==> src/rtl/bit_slicer_fifo.sv <==
// bit_slicer_fifo: splits each accepted input flit into a data field and an
// address field and queues them in two independent output FIFOs.
//
// Ports:
//   clk, reset        single clock; asynchronous active-high reset
//   in_valid/in_ready input flit handshake; in_data carries address and data
//   data_valid/ready  data FIFO head handshake; data_out is the head entry
//   addr_valid/ready  address FIFO head handshake; addr_out is the head entry
//   flit_count        flits accepted since reset (16-bit, wraps)
//
// bit_slicer_fifo_buf is the per-field storage: a DEPTH-entry ring buffer
// with one extra pointer bit to tell full from empty.

module bit_slicer_fifo_buf #(
  parameter int WIDTH = 8,
  parameter int DEPTH = 2
) (
  input  logic             clk,
  input  logic             reset,
  input  logic             push,
  input  logic [WIDTH-1:0] wdata,
  input  logic             pop,
  output logic             full,
  output logic             empty,
  output logic [WIDTH-1:0] rdata
);
  localparam int PW = $clog2(DEPTH);

  typedef logic [PW:0] ptr_t;

  ptr_t             wr_ptr;
  ptr_t             rd_ptr;
  logic [WIDTH-1:0] mem [DEPTH];

  always_ff @(posedge clk or posedge reset) begin
    if (reset) begin
      wr_ptr <= '0;
      rd_ptr <= '0;
    end else begin
      if (push) wr_ptr <= wr_ptr + ptr_t'(1);
      if (pop)  rd_ptr <= rd_ptr + ptr_t'(1);
    end
  end

  // Storage needs no reset: the pointers alone decide what is visible.
  always_ff @(posedge clk) begin
    if (push) mem[wr_ptr[PW-1:0]] <= wdata;
  end

  assign empty = (wr_ptr == rd_ptr);
  assign full  = (wr_ptr[PW] != rd_ptr[PW]) && (wr_ptr[PW-1:0] == rd_ptr[PW-1:0]);
  assign rdata = mem[rd_ptr[PW-1:0]];
endmodule

module bit_slicer_fifo #(
  parameter int DATA_W      = 7,
  parameter int ADDR_W      = 4,
  parameter int DEPTH       = 2,
  parameter int ADDR_AT_LSB = 1,
  localparam int IN_W       = DATA_W + ADDR_W
) (
  input  logic              clk,
  input  logic              reset,
  input  logic              in_valid,
  output logic              in_ready,
  input  logic [IN_W-1:0]   in_data,
  output logic              data_valid,
  input  logic              data_ready,
  output logic [DATA_W-1:0] data_out,
  output logic              addr_valid,
  input  logic              addr_ready,
  output logic [ADDR_W-1:0] addr_out,
  output logic [15:0]       flit_count
);
  logic              run;
  logic              accept;
  logic              data_full;
  logic              data_empty;
  logic              addr_full;
  logic              addr_empty;
  logic              data_pop;
  logic              addr_pop;
  logic [DATA_W-1:0] data_field;
  logic [ADDR_W-1:0] addr_field;

  generate
    if (ADDR_AT_LSB != 0) begin : g_addr_lsb
      assign addr_field = in_data[ADDR_W-1:0];
      assign data_field = in_data[IN_W-1:ADDR_W];
    end else begin : g_addr_msb
      assign addr_field = in_data[IN_W-1:DATA_W];
      assign data_field = in_data[DATA_W-1:0];
    end
  endgenerate

  // Held low through reset so in_ready stays 0 while the pointers are
  // forced clear; rises on the first edge after release.
  always_ff @(posedge clk or posedge reset) begin
    if (reset) run <= 1'b0;
    else       run <= 1'b1;
  end

  // Readiness uses only registered fullness: a pop in the same cycle does
  // not open a slot for this cycle's flit.
  assign in_ready   = run && !data_full && !addr_full;
  assign accept     = in_valid && in_ready;
  assign data_valid = !data_empty;
  assign addr_valid = !addr_empty;
  assign data_pop   = data_valid && data_ready;
  assign addr_pop   = addr_valid && addr_ready;

  always_ff @(posedge clk or posedge reset) begin
    if (reset)       flit_count <= '0;
    else if (accept) flit_count <= flit_count + 16'd1;
  end

  bit_slicer_fifo_buf #(
    .WIDTH (DATA_W),
    .DEPTH (DEPTH)
  ) u_data_fifo (
    .clk   (clk),
    .reset (reset),
    .push  (accept),
    .wdata (data_field),
    .pop   (data_pop),
    .full  (data_full),
    .empty (data_empty),
    .rdata (data_out)
  );

  bit_slicer_fifo_buf #(
    .WIDTH (ADDR_W),
    .DEPTH (DEPTH)
  ) u_addr_fifo (
    .clk   (clk),
    .reset (reset),
    .push  (accept),
    .wdata (addr_field),
    .pop   (addr_pop),
    .full  (addr_full),
    .empty (addr_empty),
    .rdata (addr_out)
  );
endmodule

==> config.mk <==
export PLATFORM = sky130hd
export DESIGN_NAME = bit_slicer_fifo
export DESIGN_NICKNAME = d
export VERILOG_FILES = /design/src/rtl/bit_slicer_fifo.sv
export SDC_FILE = /design/constraint.sdc
export NUM_CORES = 1
export LEC_CHECK = 0
export CAP_MARGIN = 20
export CORE_MARGIN = 5
export CORE_UTILIZATION = 45
export DETAILED_ROUTE_END_ITERATION = 8
export MAX_ROUTING_LAYER = met4
export PLACE_DENSITY = 0.8
export SLEW_MARGIN = 20
export SYNTH_ARGS = -nofsm -noshare
export SYNTH_HDL_FRONTEND = slang
export SYNTH_SLANG_ARGS = --single-unit
==> constraint.sdc <==
create_clock -name clk -period 5 [get_ports clk]
set_clock_uncertainty 0.1 [all_clocks]
set_input_delay 0.5 -clock clk [delete_from_list [all_inputs] [get_ports clk]]
set_output_delay 0.5 -clock clk [all_outputs]
set_load 0.03 [all_outputs]
==> parameters.txt <==
Parameter                              Value

Outcome
  Run status    finished clean

Global route
  Wire length of the first global-routing pass    6210 um
  Vias in the first global route    1299
  Met3 demand-to-capacity share in global routing    0.0396
  Pin count of the biggest net entering global routing    26
  Gr usage total    0.154
  Antenna violations before repair    0
  Total global routing overflow    0
  Grt met2 use    0.230
  GR met1 Demand/Resource    0.199
  Most utilized layer in the global route result    met2

STA
  Worst Tran Pin Value    914 ps
  Number of slew-limit violations in the final report    0
  Highest clock rate    338 MHz
  # setup viols final    0
  Fin Setup TNS    0 ps
  Shortest clock period the worst path allows after layout    2960 ps
  Number of hold violations in the final report    0
  Relative slew slack    0.390
  Final worst setup slack    2040 ps
  Ratio of final minimum period to clock period    0.591
  Setup repair after global routing missed its margin    false

Clock tree
  Clock tree from TritonCTS    yes
  Post-CTS Hold Buffers    0
  Total clock buffers created by CTS    5
  CTS Sinks    47
  Root cell of the clock tree    clkbuf_8
  # Post-CTS Setup Buffers    0
  Later-pin clock latency in the skew report    300 ps
  Buffer levels on the longest clock path    2
  Number of instances resized during post-cts repair    0
  Clock slew at the register clock pins of the worst setup and hold paths    80 ps
  Total number of H-tree levels    2

Pwr
  Relative contribution of the clock network to total power    0.147
  Leak pwr    0.979 nW
  Comb power frac    0.449
  Worst supply voltage drop on vdd    0.000362 V
  Power density relative to cell area    602 nW/um2
  Switching pwr    0.613 mW
  Sw frac    0.403
  Share of power burned in registers    0.404
  Internal Pwr Total    0.909 mW

Placed design
  Instance count after placement with tap cells included    230
  Area after detailed placement    2440 um2
  Worst setup slack after placement    2400 ps
  IO buf count    45
  HPWL reported at the end of detailed placement    2770 um
  Final weighted congestion of routability-driven global placement    0.879

Hold path
  Terminating pin of the worst hold path    flit_count[15]
  Path type of the worst min-delay path    flip-flop to flip-flop
  Hold Path Depth    1
  Startpoint of the most critical hold path    flit_count[15]

Layout
  Synth-to-Final Area Change    30.6%
  Number of inserted diodes    0
  Number of nets in the layout    204
  Area of all placed cells without fillers    2530 um2
  Leading cell types in the layout, fill and taps excluded    clkdlybuf4s50_1 (45), dfrtp_1 (25), edfxtp_1 (22)
  Layout cell share with drive strength beyond 1    0.128
  Most common cell after layout, fill and taps aside    clkdlybuf4s50_1
  Filler-free cell count of the finished design    238

Setup path
  Data arrival time at the worst-slack endpoint    2360 ps
  Source of the worst register-to-register timing path    u_data_fifo.rd_ptr[0]
  Cells along the critical path    xor2_1, o221ai_2, inv_2, clkdlybuf4s50_1
  Cell count of the worst reg-to-reg path    5
  Maximum fanout along the worst path    11
  Critical path's slowest cell    dfrtp_1
  Kind of capture point of the worst setup path    output port
  Category of the critical setup timing path    flip-flop to output port
  Crit path buffers/inverters    2
  FF-to-FF End    u_data_fifo.mem[0][3]
  Biggest cell delay along the critical path    650 ps
  Cell family with the largest share of critical-path delay    buffers and inverters
  Data required time at the worst endpoint    4400 ps
  FF-to-FF setup slack    2570 ps
  Category of the worst setup path launch point    flip-flop

Yosys
  Count of mapped cells out of synthesis    137
  Count of state elements after synthesis    47
  Avg Cell Area, Syn    14.1 um2
  Top cell type's share of synthesized area    0.341
  Area of the mapped netlist    1940 um2
  Number of synthesis warnings    0
  Sequential-to-total area share from yosys stat    0.664
  Ranking of synthesized cells by area    edfxtp_1 (34%), dfrtp_1 (32%), xnor2_1 (8.6%)
  Mapped Nets    154
  Most area-hungry cell type in the Yosys netlist    edfxtp_1
  Synth unique cells    22

Floorplan
  Die Width    75.6 um
  Die Area    5720 um2
  Cell row count    23
  Placeable Area    4090 um2
  Die Height    75.6 um
  Boundary pin count    46
  Effective utilization at floorplan    0.474

Drt
  Vias after detailed routing    1235
  Final antenna-violating net count    0
  Routed wire length    3780 um
  DRT iter0 DRCs    76
  Number of vias per cell after detailed routing    5.19
  Count of TritonRoute iterations in the first routing pass    4
  Post-detailed-route wirelength per cell    15.9 um
  Remaining DRCs    0

Flow run
  MaxCap Viol Count    0
[how the worst max path moves through the flow]
stage | startpoint | endpoint | cells after the start
floorplan | u_addr_fifo.rd_ptr[0] | u_data_fifo.mem[0][0] | 6
global placement | u_data_fifo.rd_ptr[0] | in_ready | 4
detailed placement | u_data_fifo.rd_ptr[0] | in_ready | 4
CTS | u_data_fifo.rd_ptr[0] | in_ready | 4
global route | u_data_fifo.rd_ptr[0] | in_ready | 4
finish | u_data_fifo.rd_ptr[0] | in_ready | 4
[kinds of logic after synthesis]
family                     after synthesis  share of synthesized area
AOI/OAI and AO/OA                        1                    0.00775
xor gates and xnor gates                29                      0.131
adders and majority gates                1                    0.00646
buffers and inverters                    8                     0.0168
DFF                                     47                      0.664
muxes                                   12                     0.0698
other                                    1                    0.00194
and+or+nand+nor                         38                      0.102
[state kept, by name, summed over array words and instances (netlist names)]
register            flops
flit_count             16
u_addr_fifo.wr_ptr      2
u_data_fifo.mem        14
u_addr_fifo.rd_ptr      2
u_data_fifo.rd_ptr      2
u_data_fifo.wr_ptr      2
u_addr_fifo.mem         8
run                     1
[worst reg2reg max path: stages, from the launching register on]
cell	delay, ps
dfrtp_1	650
xor2_1	220
o221ai_2	230
inv_2	220
nand2_2	160
nor2_1	500
[cell usage after synthesis (all sizes together)]
library cell / count
dfrtp: 25
ha: 1
and4: 1
conb: 1
o221ai: 1
nor3: 8
nand3: 8
edfxtp: 22
nor2: 3
mux2: 12
nand2: 8
or4: 1
nand4: 5
and3: 3
xor2: 10
inv: 6
buf: 2
or3: 1
xnor2: 19
[metal layers]
metal  routed length, um  vias up
li1                    -      583
met4                  67        0
met2                1830       47
met3                 204        7
met1                1680      598
met5                   0        -
[stage by stage]
stage                      util  power (mW)  hold WS [ps]
after global placement    0.597        1.29           364
after floorplan               -        1.06           362
after CTS                 0.619        1.54           387
final                     0.619        1.52           383
after global routing      0.619        1.60           408
after detailed placement  0.597        1.31           369
[cell type report]
class | instances | area (um2)
Clock buffer | 5 | 68.8
Clock inverter | 3 | 20.0
Fill cell | 314 | 1560
Inverter | 6 | 22.5
Multi-Input combinational cell | 82 | 618
Sequential cell | 47 | 1290
Tap cell | 50 | 62.6
Timing Repair Buffer | 45 | 450
[power groups by stage]
stage	Combinational (mW)	Clock [mW]	Sequential [mW]
6_report	0.684	0.223	0.616
5_1_grt	0.731	0.242	0.631
4_1_cts	0.692	0.232	0.616
3_5_place_dp	0.687	0	0.622
3_3_place_gp	0.676	0	0.615
2_1_floorplan	0.419	0	0.637
No activity file was read; power rests on OpenSTA's default activity.
==> variant: new RTL, same settings <==
`DEPTH` is set to 2 in 2 places; all go to 4.
--- a/src/rtl/bit_slicer_fifo.sv
+++ b/src/rtl/bit_slicer_fifo.sv
@@ -14,5 +14,5 @@
 module bit_slicer_fifo_buf #(
   parameter int WIDTH = 8,
-  parameter int DEPTH = 2
+  parameter int DEPTH = 4
 ) (
   input  logic             clk,
@@ -56,5 +56,5 @@
   parameter int DATA_W      = 7,
   parameter int ADDR_W      = 4,
-  parameter int DEPTH       = 2,
+  parameter int DEPTH       = 4,
   parameter int ADDR_AT_LSB = 1,
   localparam int IN_W       = DATA_W + ADDR_W
Behaviour: not the same (a bounded check fails within 4 cycles, from zero or initial values and one cycle with reset high).
==> variant against the original RTL <==
  * Sequential cell count rose by 26
  * Design area increased by 58%
  * Register-to-register slack better by 0.14 ns
  * Routed wire length is 51% higher
  * Via count grew 43%
  * Area after synthesis rose by 67%
  * Critical path depth did not move
  * Die area increased by 57%
  * Total power is 52% higher
  * Worst setup slack lost 0.19 ns
  * Combinational power rose by 30%
  * Critical path type unchanged
  * Largest cell class unchanged
==> variant: results (changes against the original RTL) <==
[power]
p_leak_nw=1.52  ; +55%
p_sw_mw=0.836  ; +36%
ir_worst_vdd_mv=0.354  ; -2.3%

[critical_path]
rr_endpoint=u_data_fifo.mem[0][2]
cp_slowest_cell=clkdlybuf4s50_1
ff2ff_path_depth=3  ; -2
rrSetupSlack_ns=2.71  ; +0.14 ns
critPathMaxStageDelay_ns=0.59  ; -0.06 ns
worstPathMaxFanout=13  ; +2
arrival_ns=2.55  ; +0.19 ns

[global_routing]
grtUsageTotal_pct=14.7  ; -0.65 points
grt_max_degree=22  ; -15%
grt_first_pass_wirelength_mm=9.47  ; +52%
grt_pass1_vias=1937  ; +49%

[outcome]
status=finished, final reports clean

[logic_synthesis]
netlist_top_cells_area=edfxtp_1 (41%), dfrtp_1 (22%), mux4_1 (5.7%)
synth-xor-area-share_pct=8.09  ; -5.0 points
syn_avg_cell_area_um2=16.3  ; +15%
ys_types=32  ; +45%
async_flop_share_pct=39.7  ; -13 points
synthAdderAreaFrac_pct=4.26  ; +3.6 points
synth_nets=225  ; +46%
synth_compound_area_share_pct=1.08  ; +0.31 points
muxShareOfSynthArea_pct=10.2  ; +3.2 points
netlist_top_cells_count=edfxtp_1 (44), dfrtp_1 (29), xnor2_1 (21)
synth-edff-count=44  ; +100%
ys_seq_area_share_pct=63.3  ; -3.1 points

[clock_tree]
cts_buffers=9  ; +4
clk_latency_ns=0.35  ; +0.05 ns
htreeDepth=3  ; +1

[routing]
routedWlPerCell_um=16.4  ; +2.9%
vias_per_cell=5.07  ; -2.3%
num_vias=1769  ; +43%
dr.first_iter.drc_count=73  ; -3.9%

[place]
place_inst=333  ; +45%
gp_congestion=0.810  ; -7.8%
dp_hpwl_mm=4.08  ; +47%

[timing]
worst_pin_slew_ns=0.536  ; -0.378 ns

[finish]
layout.nets=275  ; +35%
filler_cell_count=566  ; +80%
largest_register_ffs=28  ; +12

[hold_path]
min_from=flit_count[15]

[variant: cell types whose count changed in the layout (fill, tap and decap cells not counted), sizes merged, moves of 4 or more]
cell / change
mux4: +11
ha: +10
mux2: -7
clkbuf: +5
nor3: -6
inv: +4
edfxtp: +22
and3: +8
dfrtp: +4
[variant: power by group through the flow]
stage          Sequential, mW  Clock [mW]  Combinational [mW]
2_1_floorplan           0.901           0               0.643
3_3_place_gp            0.916           0               0.872
3_5_place_dp            0.923           0               0.900
4_1_cts                 0.914       0.525               0.905
5_1_grt                 0.932       0.553               0.961
6_report                0.911       0.513               0.891
[variant: metal layers]
layer | global-route usage, % | part of all wire, %
met5 | - | 0
met2 | 22.8 | 50
met1 | 17.8 | 45
met4 | 8.29 | 2.3
met3 | 3.27 | 3.5
[variant: through the flow]
stage | worst slack (ns) | hold slack, ns | util, % | area [um2]
2_1_floorplan | 2.98 | 0.360 | - | 3230
6_report | 1.85 | 0.371 | 57.9 | 4000
3_3_place_gp | 2.27 | 0.359 | 54.2 | 3740
3_5_place_dp | 2.25 | 0.362 | 54.6 | 3770
4_1_cts | 1.82 | 0.376 | 57.9 | 4000
5_1_grt | 1.65 | 0.402 | 57.9 | 4000
[variant: how the worst max path moves through the flow]
stage	start	to	slack, ns	cells past startpoint
after floorplan	u_addr_fifo.rd_ptr[0]	in_ready	2.98	5
after global placement	u_data_fifo.rd_ptr[0]	in_ready	2.27	4
after detailed placement	u_data_fifo.rd_ptr[0]	in_ready	2.25	4
after CTS	u_data_fifo.rd_ptr[0]	in_ready	1.82	4
after global routing	u_data_fifo.rd_ptr[0]	in_ready	1.65	4
final	u_data_fifo.rd_ptr[0]	in_ready	1.85	4
[variant: worst max-delay path, delay by kind of cell (launching register included)]
kind          cells  cell delay, ns
xor+xnor          1            0.36
simple gates      2            0.67
flops             1            0.57
buf+inv           1            0.59
[variant: layout make-up]
class,count,area (um2),share of cell area [%]
clock buffer,10,138,3.44
clock inverter,6,90.1,2.25
inverter,9,33.8,0.845
multi-input combinational,109,1090,27.3
sequential,73,2050,51.2
tap,96,120,3.00
timing repair buffer,46,478,12.0
[variant: cells by family (layout without fill, tap and decap cells)]
kind of cell / Yosys count / after routing
adder cells (fa/ha/maj): 11 / 11
multiplexers: 16 / 16
XOR/XNOR: 29 / 29
AO/OA/AOI/OAI: 3 / 3
buffers and inverters: 16 / 71
flip-flops: 73 / 73
other: 1 / 1
AND/OR/NAND/NOR: 49 / 49
